<file path="src/rtl/fetch_unit.sv">
// Instruction fetch unit: assembles INSTR_BITS-wide instructions from consecutive memory words.
// Define FETCH_UNIT_PREFETCH_EN to add a one-entry prefetch buffer behind ir.
module fetch_unit #(
  parameter int unsigned ADDR_BITS     = 8,
  parameter int unsigned MEM_DATA_BITS = 8,
  parameter int unsigned INSTR_BITS    = 16
) (
  input  logic                     clk,
  input  logic                     reset,
  output logic [ADDR_BITS-1:0]     mem_address,
  output logic                     mem_read_en,
  input  logic                     mem_ack,
  input  logic [MEM_DATA_BITS-1:0] mem_rdata,
  output logic [INSTR_BITS-1:0]    ir,
  output logic [ADDR_BITS-1:0]     ir_pc,
  output logic                     ir_valid,
  input  logic                     ir_ready,
  input  logic                     jump_en,
  input  logic [ADDR_BITS-1:0]     jump_target
);

  localparam int unsigned Words = INSTR_BITS / MEM_DATA_BITS;
  localparam int unsigned KW    = (Words > 1) ? $clog2(Words) : 1;
  localparam logic [KW-1:0] KLast = KW'(Words - 1);

  if (INSTR_BITS == 0 || (INSTR_BITS % MEM_DATA_BITS) != 0) begin : g_bad_cfg
    $error("INSTR_BITS must be a non-zero multiple of MEM_DATA_BITS");
  end

  typedef enum logic [1:0] {StIdle, StFetch, StHold} state_e;

  state_e                 state_q, state_d;
  logic [ADDR_BITS-1:0]   ip_q, ip_d;
  logic [KW-1:0]          k_q, k_d;
  logic [INSTR_BITS-1:0]  asm_q, asm_d;
  logic [ADDR_BITS-1:0]   pc0_q, pc0_d;
  logic [INSTR_BITS-1:0]  ir_q, ir_d;
  logic [ADDR_BITS-1:0]   ir_pc_q, ir_pc_d;
  logic                   ir_valid_q, ir_valid_d;
  logic [INSTR_BITS-1:0]  buf_q, buf_d;
  logic [ADDR_BITS-1:0]   buf_pc_q, buf_pc_d;
  logic                   buf_valid_q, buf_valid_d;

  logic                   xfer, ack, done;
  logic [INSTR_BITS-1:0]  word_asm;
  logic [ADDR_BITS-1:0]   done_pc;

  assign mem_address = ip_q;
  assign ir          = ir_q;
  assign ir_pc       = ir_pc_q;
  assign ir_valid    = ir_valid_q;

`ifdef FETCH_UNIT_PREFETCH_EN
  // Keep fetching until both ir and the buffer hold an instruction.
  assign mem_read_en = (state_q == StFetch) && !(ir_valid_q && buf_valid_q);
`else
  assign mem_read_en = (state_q == StFetch);
`endif

  always_comb begin
    state_d     = state_q;
    ip_d        = ip_q;
    k_d         = k_q;
    asm_d       = asm_q;
    pc0_d       = pc0_q;
    ir_d        = ir_q;
    ir_pc_d     = ir_pc_q;
    ir_valid_d  = ir_valid_q;
    buf_d       = buf_q;
    buf_pc_d    = buf_pc_q;
    buf_valid_d = buf_valid_q;

    xfer = ir_valid_q && ir_ready;
    // A same-cycle jump drops the acked word entirely.
    ack  = mem_read_en && mem_ack && !jump_en;
    done = ack && (k_q == KLast);

    word_asm = asm_q;
    for (int unsigned i = 0; i < Words; i++) begin
      if (k_q == KW'(i)) begin
        word_asm[INSTR_BITS-1-i*MEM_DATA_BITS -: MEM_DATA_BITS] = mem_rdata;
      end
    end
    done_pc = (k_q == '0) ? ip_q : pc0_q;

    if (ack) begin
      asm_d = word_asm;
      ip_d  = ip_q + ADDR_BITS'(1);
      k_d   = done ? '0 : k_q + KW'(1);
      if (k_q == '0) pc0_d = ip_q;
    end

`ifdef FETCH_UNIT_PREFETCH_EN
    if (state_q == StIdle) state_d = StFetch;
    if (xfer) begin
      if (buf_valid_q) begin
        ir_d        = buf_q;
        ir_pc_d     = buf_pc_q;
        buf_valid_d = 1'b0;
      end else begin
        ir_valid_d  = 1'b0;
      end
    end
    if (done) begin
      if (!ir_valid_q || (xfer && !buf_valid_q)) begin
        ir_d        = word_asm;
        ir_pc_d     = done_pc;
        ir_valid_d  = 1'b1;
      end else begin
        buf_d       = word_asm;
        buf_pc_d    = done_pc;
        buf_valid_d = 1'b1;
      end
    end
`else
    case (state_q)
      StIdle:  state_d = StFetch;
      StFetch: begin
        if (done) begin
          ir_d       = word_asm;
          ir_pc_d    = done_pc;
          ir_valid_d = 1'b1;
          state_d    = StHold;
        end
      end
      StHold: begin
        if (xfer) begin
          ir_valid_d = 1'b0;
          state_d    = StFetch;
        end
      end
      default: state_d = StIdle;
    endcase
`endif

    if (jump_en) begin
      ip_d        = jump_target;
      k_d         = '0;
      ir_valid_d  = 1'b0;
      buf_valid_d = 1'b0;
      state_d     = StFetch;
    end
  end

  always_ff @(posedge clk) begin
    if (!reset) begin
      state_q     <= StIdle;
      ip_q        <= '0;
      k_q         <= '0;
      asm_q       <= '0;
      pc0_q       <= '0;
      ir_q        <= '0;
      ir_pc_q     <= '0;
      ir_valid_q  <= 1'b0;
      buf_q       <= '0;
      buf_pc_q    <= '0;
      buf_valid_q <= 1'b0;
    end else begin
      state_q     <= state_d;
      ip_q        <= ip_d;
      k_q         <= k_d;
      asm_q       <= asm_d;
      pc0_q       <= pc0_d;
      ir_q        <= ir_d;
      ir_pc_q     <= ir_pc_d;
      ir_valid_q  <= ir_valid_d;
      buf_q       <= buf_d;
      buf_pc_q    <= buf_pc_d;
      buf_valid_q <= buf_valid_d;
    end
  end

endmodule

</file>
<file path="config.mk">
export PLATFORM = sky130hd
export DESIGN_NAME = fetch_unit
export DESIGN_NICKNAME = d
export VERILOG_FILES = /design/src/rtl/fetch_unit.sv
export SDC_FILE = /design/constraint.sdc
export NUM_CORES = 1
export LEC_CHECK = 0
export ABC_AREA = 1
export BUFFER_PORTS_ARGS = -buffer_cell sky130_fd_sc_hd__buf_2
export CORE_MARGIN = 4
export CORE_UTILIZATION = 47
export CTS_CLUSTER_DIAMETER = 60
export DETAILED_ROUTE_END_ITERATION = 16
export PLACE_DENSITY = 0.74
export SLEW_MARGIN = 20
export SYNTH_ARGS = -nofsm -noshare
export SYNTH_HDL_FRONTEND = slang
export SYNTH_SLANG_ARGS = --single-unit
export TNS_END_PERCENT = 100
</file>
<file path="constraint.sdc">
create_clock -name clk -period 1.21 [get_ports clk]
set_input_delay 0 -clock clk [delete_from_list [all_inputs] [get_ports clk]]
set_output_delay 0 -clock clk [all_outputs]
set_load 0.01 [all_outputs]
</file>
==> impl_metrics.json, run 1 <==
{
  "grt_usage": 0.1970,
  "reg2reg_from": "state_q[1]",
  "synth-seq-cells": 52,
  "async_reset_ff_frac": 0,
  "max_stage_delay_ps": 350,
  "ys_warn_count": 0,
  "crit_buf_inv": 3,
  "cts_tree": "built",
  "maxCapViolations": 0,
  "setup_violations": 18,
  "start_util": 0.4935,
  "power_frac_comb": 0.121,
  "clk_pin_slew_worst_paths_ps": 100,
  "area_growth_pct": 39.47,
  "post-route-util": 0.6883,
  "cp_cell_sequence": "inv_4 -> nand2_2 -> inv_2 -> nand3_4 -> clkbuf_16 -> o21bai_1 -> nand2_1 -> nor2_1",
  "critPathCaptureType": "register",
  "slowest_stage": "dfxtp_2",
  "ys_types": 26,
  "r2r_end": "asm_q[14]",
  "p_int_mw": 2.766,
  "synth_edf_count": 0,
  "antenna_found_initial": 0,
  "relSlewSlack": 0.7870,
  "cp_top_family": "simple AND/OR/NAND/NOR gates",
  "grt_setup_unrepaired": "yes",
  "fin_crit_sh": 1.090,
  "via_per_inst": 5.085,
  "final_common_cell": "nand2_1",
  "h-tree-depth": 2,
  "cp.required_ps": 1460,
  "critPathKind": "register to register",
  "worstHoldStart": "jump_target[4]",
  "worstPathMaxFanout": 12,
  "ant_nets": 0,
  "final_cells": 483,
  "die_x_um": 79.12,
  "synthCells": 337,
  "via_count": 2456,
  "fillers": 408,
  "yosysTopAreaCell": "dfxtp_1",
  "nets": 438,
  "die-area_mm2": 0.006260,
  "drcViolationCount": 0,
  "p_sw_mw": 0.8786,
  "violations": "negative setup slack",
  "holdPathEnd": "mem_address[4]",
  "gp_congestion": 0.8131,
  "synthFlopType": "dfxtp_1",
  "yosysSeqAreaShare": 0.4379,
  "synth.top_cell.area_share": 0.4379,
  "rrSetupSlack_ps": -110,
  "port_buffers": 54,
  "powerDensity_mw_per_mm2": 1099,
  "fin_skew_ps": 12.60,
  "dpl.cell_count": 460,
  "reg2reg_depth": 8,
  "slew_violations": 0,
  "hold_class": "primary input to register",
  "crit_arrival_ps": 1570,
  "hpwl_um": 4115,
  "clockPowerShare": 0.387,
  "drtIter0Drc": 188,
  "root_buffer": "clkbuf_8",
  "p_sw_frac": 0.2410,
  "outcome": "complete, but fails checks",
  "wl_um": 7005,
  "period_needed_ps": 1319,
  "grt_pass1_vias": 2144,
  "die_y_um": 79.12,
  "grt_pass1_wl_um": 9949,
  "vdd_drop_max_mv": 0.6765,
  "layout_setup_ws_ps": -109.2,
  "grt_overflow": 0,
  "routedWlPerCell_um": 14.50,
  "synth.area.top_cells": "dfxtp_1 44%, nand2_1 16%, inv_1 6.2%",
  "final_cell_mix": "89 x nand2_1, 54 x buf_2, 47 x dfxtp_1, 37 x inv_1, 34 x nor2_1",
  "p_seq_frac": 0.492,
  "p_leak_nw": 1.540,
  "synth_nets": 359,
  "coreArea_mm2": 0.004817,
  "avgSynthCellArea_um2": 7.054,
  "startpoint_type": "register",
  "fmax_mhz": 758.0,
  "grt_max_degree": 26,
  "hold_viol": 0,
  "clock_sinks": 52,
  "min_path_cells": 5,
  "numCtsBuffers": 5,
  "boundaryPins": 55,
  "diodes": 0,
  "layout-drive-gt1-share": 0.3125,
  "detail_route.first_pass.iterations": 4,
  "rows": 25,
  "syn-cell-area_mm2": 0.002377,
  "insertion_delay_ps": 310,
  "cts_max_path_buffers": 2,
  "post_cts_buffers": 0,
  "worst_pin_slew_ps": 319.2
}
[through the flow]
stage / worst slack (ps) / power (mW) / cell area [µm²] / hold slack, ps / TNS (ps)
after floorplan: 14.25 / 2.028 / 2379 / 135.0 / 0
after global placement: 34.81 / 2.184 / 2844 / 261.7 / 0
after detailed placement: -23.61 / 2.190 / 2844 / 269.0 / -23.61
after CTS: 17.57 / 3.579 / 3092 / 8.161 / 0
after global routing: -133.7 / 3.741 / 3316 / 46.96 / -2305
final: -109.2 / 3.645 / 3316 / 7.163 / -572.6
[what timing repair did]
action,4_1_cts,5_1_grt
resized for setup,3,40
endpoints found under the setup margin,10,42
gates cloned,0,5
endpoints found under the hold margin,20,0
pin swaps,0,11
hold buffers,11,0
[worst max-delay path by stage]
| stage | from | endpoint | slack [ps] | depth (start not counted) |
|---|---|---|---|---|
| final | state_q[1] | asm_q[14] | -110 | 8 |
| after global routing | state_q[1] | asm_q[14] | -130 | 8 |
| after CTS | state_q[0] | ir[10] | 20 | 6 |
| after detailed placement | state_q[1] | asm_q[9] | -20 | 7 |
| after global placement | state_q[1] | ir[9] | 30 | 7 |
| after floorplan | state_q[1] | asm_q[11] | 10 | 8 |
[worst register-to-register path, cell delays in order (launching register included)]
cell	delay, ps
dfxtp_2	350
inv_4	70
nand2_2	60
inv_2	80
nand3_4	120
clkbuf_16	200
o21bai_1	170
nand2_1	100
nor2_1	120
[kinds of logic (layout without fill, tap and decap cells)]
logic type	count (synthesis)	after routing	synth area share
AO/OA/AOI/OAI	62	62	0.1547
XOR/XNOR	1	1	0.003685
adder cells (fa/ha/maj)	1	1	0.005262
buffers and inverters	60	138	0.1121
flip-flops	52	52	0.4379
AND/OR/NAND/NOR	161	162	0.2863
[routing by layer]
layer,part of all wire,wire [µm],track usage,vias to the layer above
met5,0,0,0,-
met4,0.020,138,0.06529,0
met3,0.064,451,0.03061,15
met2,0.50,3486,0.3283,107
met1,0.42,2929,0.2597,1116
li1,-,-,-,1218
[sequential cells by signal, summed over array words and instances (netlist names)]
name and cells:
asm_q 8, k_q 1, ir_pc 8, ir_valid 1, mem_address 8, pc0_q 8
state_q 2, ir 16
[power groups by stage]
stage	Combinational [mW]	Sequential, mW	Clock (mW)
6_report	0.440	1.79	1.41
5_1_grt	0.483	1.80	1.46
4_1_cts	0.396	1.79	1.40
3_5_place_dp	0.364	1.83	0
3_3_place_gp	0.358	1.83	0
2_1_floorplan	0.197	1.83	0
[final cells by class]
| cell class | count | area (µm²) | area share |
|---|---|---|---|
| Clock buffer | 5 | 68.82 | 0.02075 |
| Clock inverter | 2 | 60.06 | 0.01811 |
| Inverter | 40 | 155.1 | 0.04679 |
| Multi-Input combinational cell | 226 | 1171 | 0.3532 |
| Sequential cell | 52 | 1050 | 0.3166 |
| Tap cell | 67 | 83.83 | 0.02528 |
| Timing Repair Buffer | 91 | 726.9 | 0.2192 |
[synthesized netlist by cell type, types with 2 or more instances]
cell type / number
a21oi_1: 25
buf_2: 9
buf_6: 4
clkbuf_1: 7
dfxtp_1: 52
inv_1: 39
nand2_1: 99
nand3_1: 13
nand4_1: 2
nor2_1: 34
nor3_1: 9
o21ai_0: 10
o21ai_1: 8
o21ai_2: 7
o21bai_1: 8
Note: power is estimated with default switching activity, not from simulation.
==> run 2: changes to the inputs <==
CORE_UTILIZATION = 50   (was 47)
PLACE_DENSITY = 0.75   (was 0.74)
SLEW_MARGIN = default   (was 20)
clock period = 1.3 ns   (was 1.21 ns; I/O delays follow)
==> run 2 against run 1 <==
  * The flow now finishes without violations
  * Utilization fell by 2.6 points
  * Total power fell by 19%
  * Largest cell class unchanged
  * Highest routed layer unchanged
  * Via count down 7.4%
  * Clock skew is 5.2 ps lower
  * Flip-flop and latch count did not move
  * Sequential share of layout area is 3.5 points higher
  * Final area shrank 11%
==> impl_metrics.json, run 2 (synthesis gave the netlist of run 1 again) <==
{
  "rows": 24,
  "finalPower_mw": 2.967,
  "critPathKind": "register to register",
  "fin_crit_sh": 0.9209,
  "boundaryPins": 55,
  "layout-drive-gt1-share": 0.2266,
  "die-area_mm2": 0.005922,
  "power_frac_comb": 0.118,
  "setup_violations": 0,
  "final_cell_mix": "99 x nand2_1, 54 x buf_2, 51 x dfxtp_1, 38 x inv_1, 34 x nor2_1",
  "drtIter0Drc": 198,
  "grt_setup_unrepaired": "yes",
  "crit_arrival_ps": 1400,
  "p_seq_frac": 0.561,
  "fin_tns_setup_ps": 0,
  "coreArea_mm2": 0.004474,
  "root_buffer": "clkbuf_8",
  "p_leak_nw": 1.421,
  "clk_pin_slew_worst_paths_ps": 100,
  "port_buffers": 54,
  "worstPathMaxFanout": 11,
  "powerDensity_mw_per_mm2": 1002,
  "grt_usage": 0.1955,
  "period_needed_ps": 1197,
  "cts_max_path_buffers": 2,
  "nets": 427,
  "grt_pass1_wl_um": 9425,
  "post_cts_buffers": 0,
  "drcViolationCount": 0,
  "clockPowerShare": 0.321,
  "via_per_inst": 4.967,
  "via_count": 2275,
  "p_sw_mw": 0.7469,
  "vdd_drop_max_mv": 0.7829,
  "die_y_um": 76.96,
  "final_common_cell": "nand2_1",
  "ant_nets": 0,
  "layout_setup_ws_ps": 102.8,
  "worst_pin_slew_ps": 262.9,
  "diodes": 0,
  "wl_um": 5703,
  "cts_tree": "built",
  "insertion_delay_ps": 300,
  "startpoint_type": "register",
  "dpl.cell_count": 439,
  "grt_max_degree": 26,
  "gp_congestion": 0.8082,
  "hpwl_um": 4077,
  "start_util": 0.5313,
  "routedWlPerCell_um": 12.45,
  "final_cells": 458,
  "antenna_found_initial": 0,
  "holdWs_ps": 8.989,
  "area_growth_pct": 24.58,
  "fmax_mhz": 835.3,
  "p_int_mw": 2.220,
  "relSlewSlack": 0.8247,
  "outcome": "finished, final reports clean",
  "slew_violations": 0,
  "hold_viol": 0,
  "largest_reg_flops": 16,
  "design_area_mm2": 0.002962,
  "h-tree-depth": 2,
  "die_x_um": 76.96,
  "cp.required_ps": 1500,
  "hold_class": "primary input to register",
  "detail_route.first_pass.iterations": 4,
  "grt_overflow": 0,
  "numCtsBuffers": 5,
  "clock_sinks": 52,
  "post-route-util": 0.6619,
  "grt_pass1_vias": 2105,
  "fin_skew_ps": 7.396,
  "critPathCaptureType": "register",
  "pre_cts_ws_ps": 62.75,
  "placed_area_mm2": 0.002754,
  "maxCapViolations": 0,
  "p_sw_frac": 0.2518
}
==> run 2: changes by cell type in the layout (fill, tap and decap cells not counted), sizes merged <==
cell	delta
nand2	-1
clkbuf	-3
bufinv	-2
clkinv	+1
inv	+1
buf	-6
==> run 2: power by group through the flow <==
stage | Combinational (mW) | Sequential [mW] | Clock (mW)
2_1_floorplan | 0.183 | 1.70 | 0
3_3_place_gp | 0.316 | 1.70 | 0
3_5_place_dp | 0.322 | 1.70 | 0
4_1_cts | 0.349 | 1.66 | 0.983
5_1_grt | 0.390 | 1.67 | 1.05
6_report | 0.350 | 1.66 | 0.953
==> run 2: timing repair <==
item                                    4_1_cts  5_1_grt
endpoints found under the setup margin        0       16
endpoints found under the hold margin        18        0
hold buffers                                 11        0
gates resized for setup                       0        3
==> run 2: path summary, 6_finish.rpt <==
path / startpoint / endpoint / slack (ps) / depth (start not counted)
setup reg to reg: state_q[1] / ir[4] / 100 / 7
hold reg to reg: ir_pc[2] / ir_pc[2] / 470 / 2
setup / recovery: state_q[1] / ir[4] / 100 / 7
hold / removal: jump_target[4] / mem_address[4] / 9 / 5
==> run 2: critical path, stage by stage (launching register included) <==
cell,delay (ps)
dfxtp_1,330
inv_2,80
nand3_4,90
nor2_8,100
nand2_4,110
buf_4,190
o21ai_2,130
nor2_1,60
==> run 2: area by class of cell <==
| cell class | instances | area [µm²] |
|---|---|---|
| Clock buffer | 6 | 82.58 |
| Timing Repair Buffer | 81 | 538.0 |
| Tap cell | 52 | 65.06 |
| Fill cell | 409 | 1513 |
| Multi-Input combinational cell | 225 | 1070 |
| Clock inverter | 2 | 13.76 |
| Inverter | 40 | 150.1 |
| Sequential cell | 52 | 1042 |
==> run 2: metal layers <==
metal	share of wire	up-vias	global-route usage
met2	0.48	65	0.3249
met5	0	-	0
met4	0.017	0	0.06522
met1	0.44	1009	0.2502
met3	0.058	10	0.04333
li1	-	1191	-
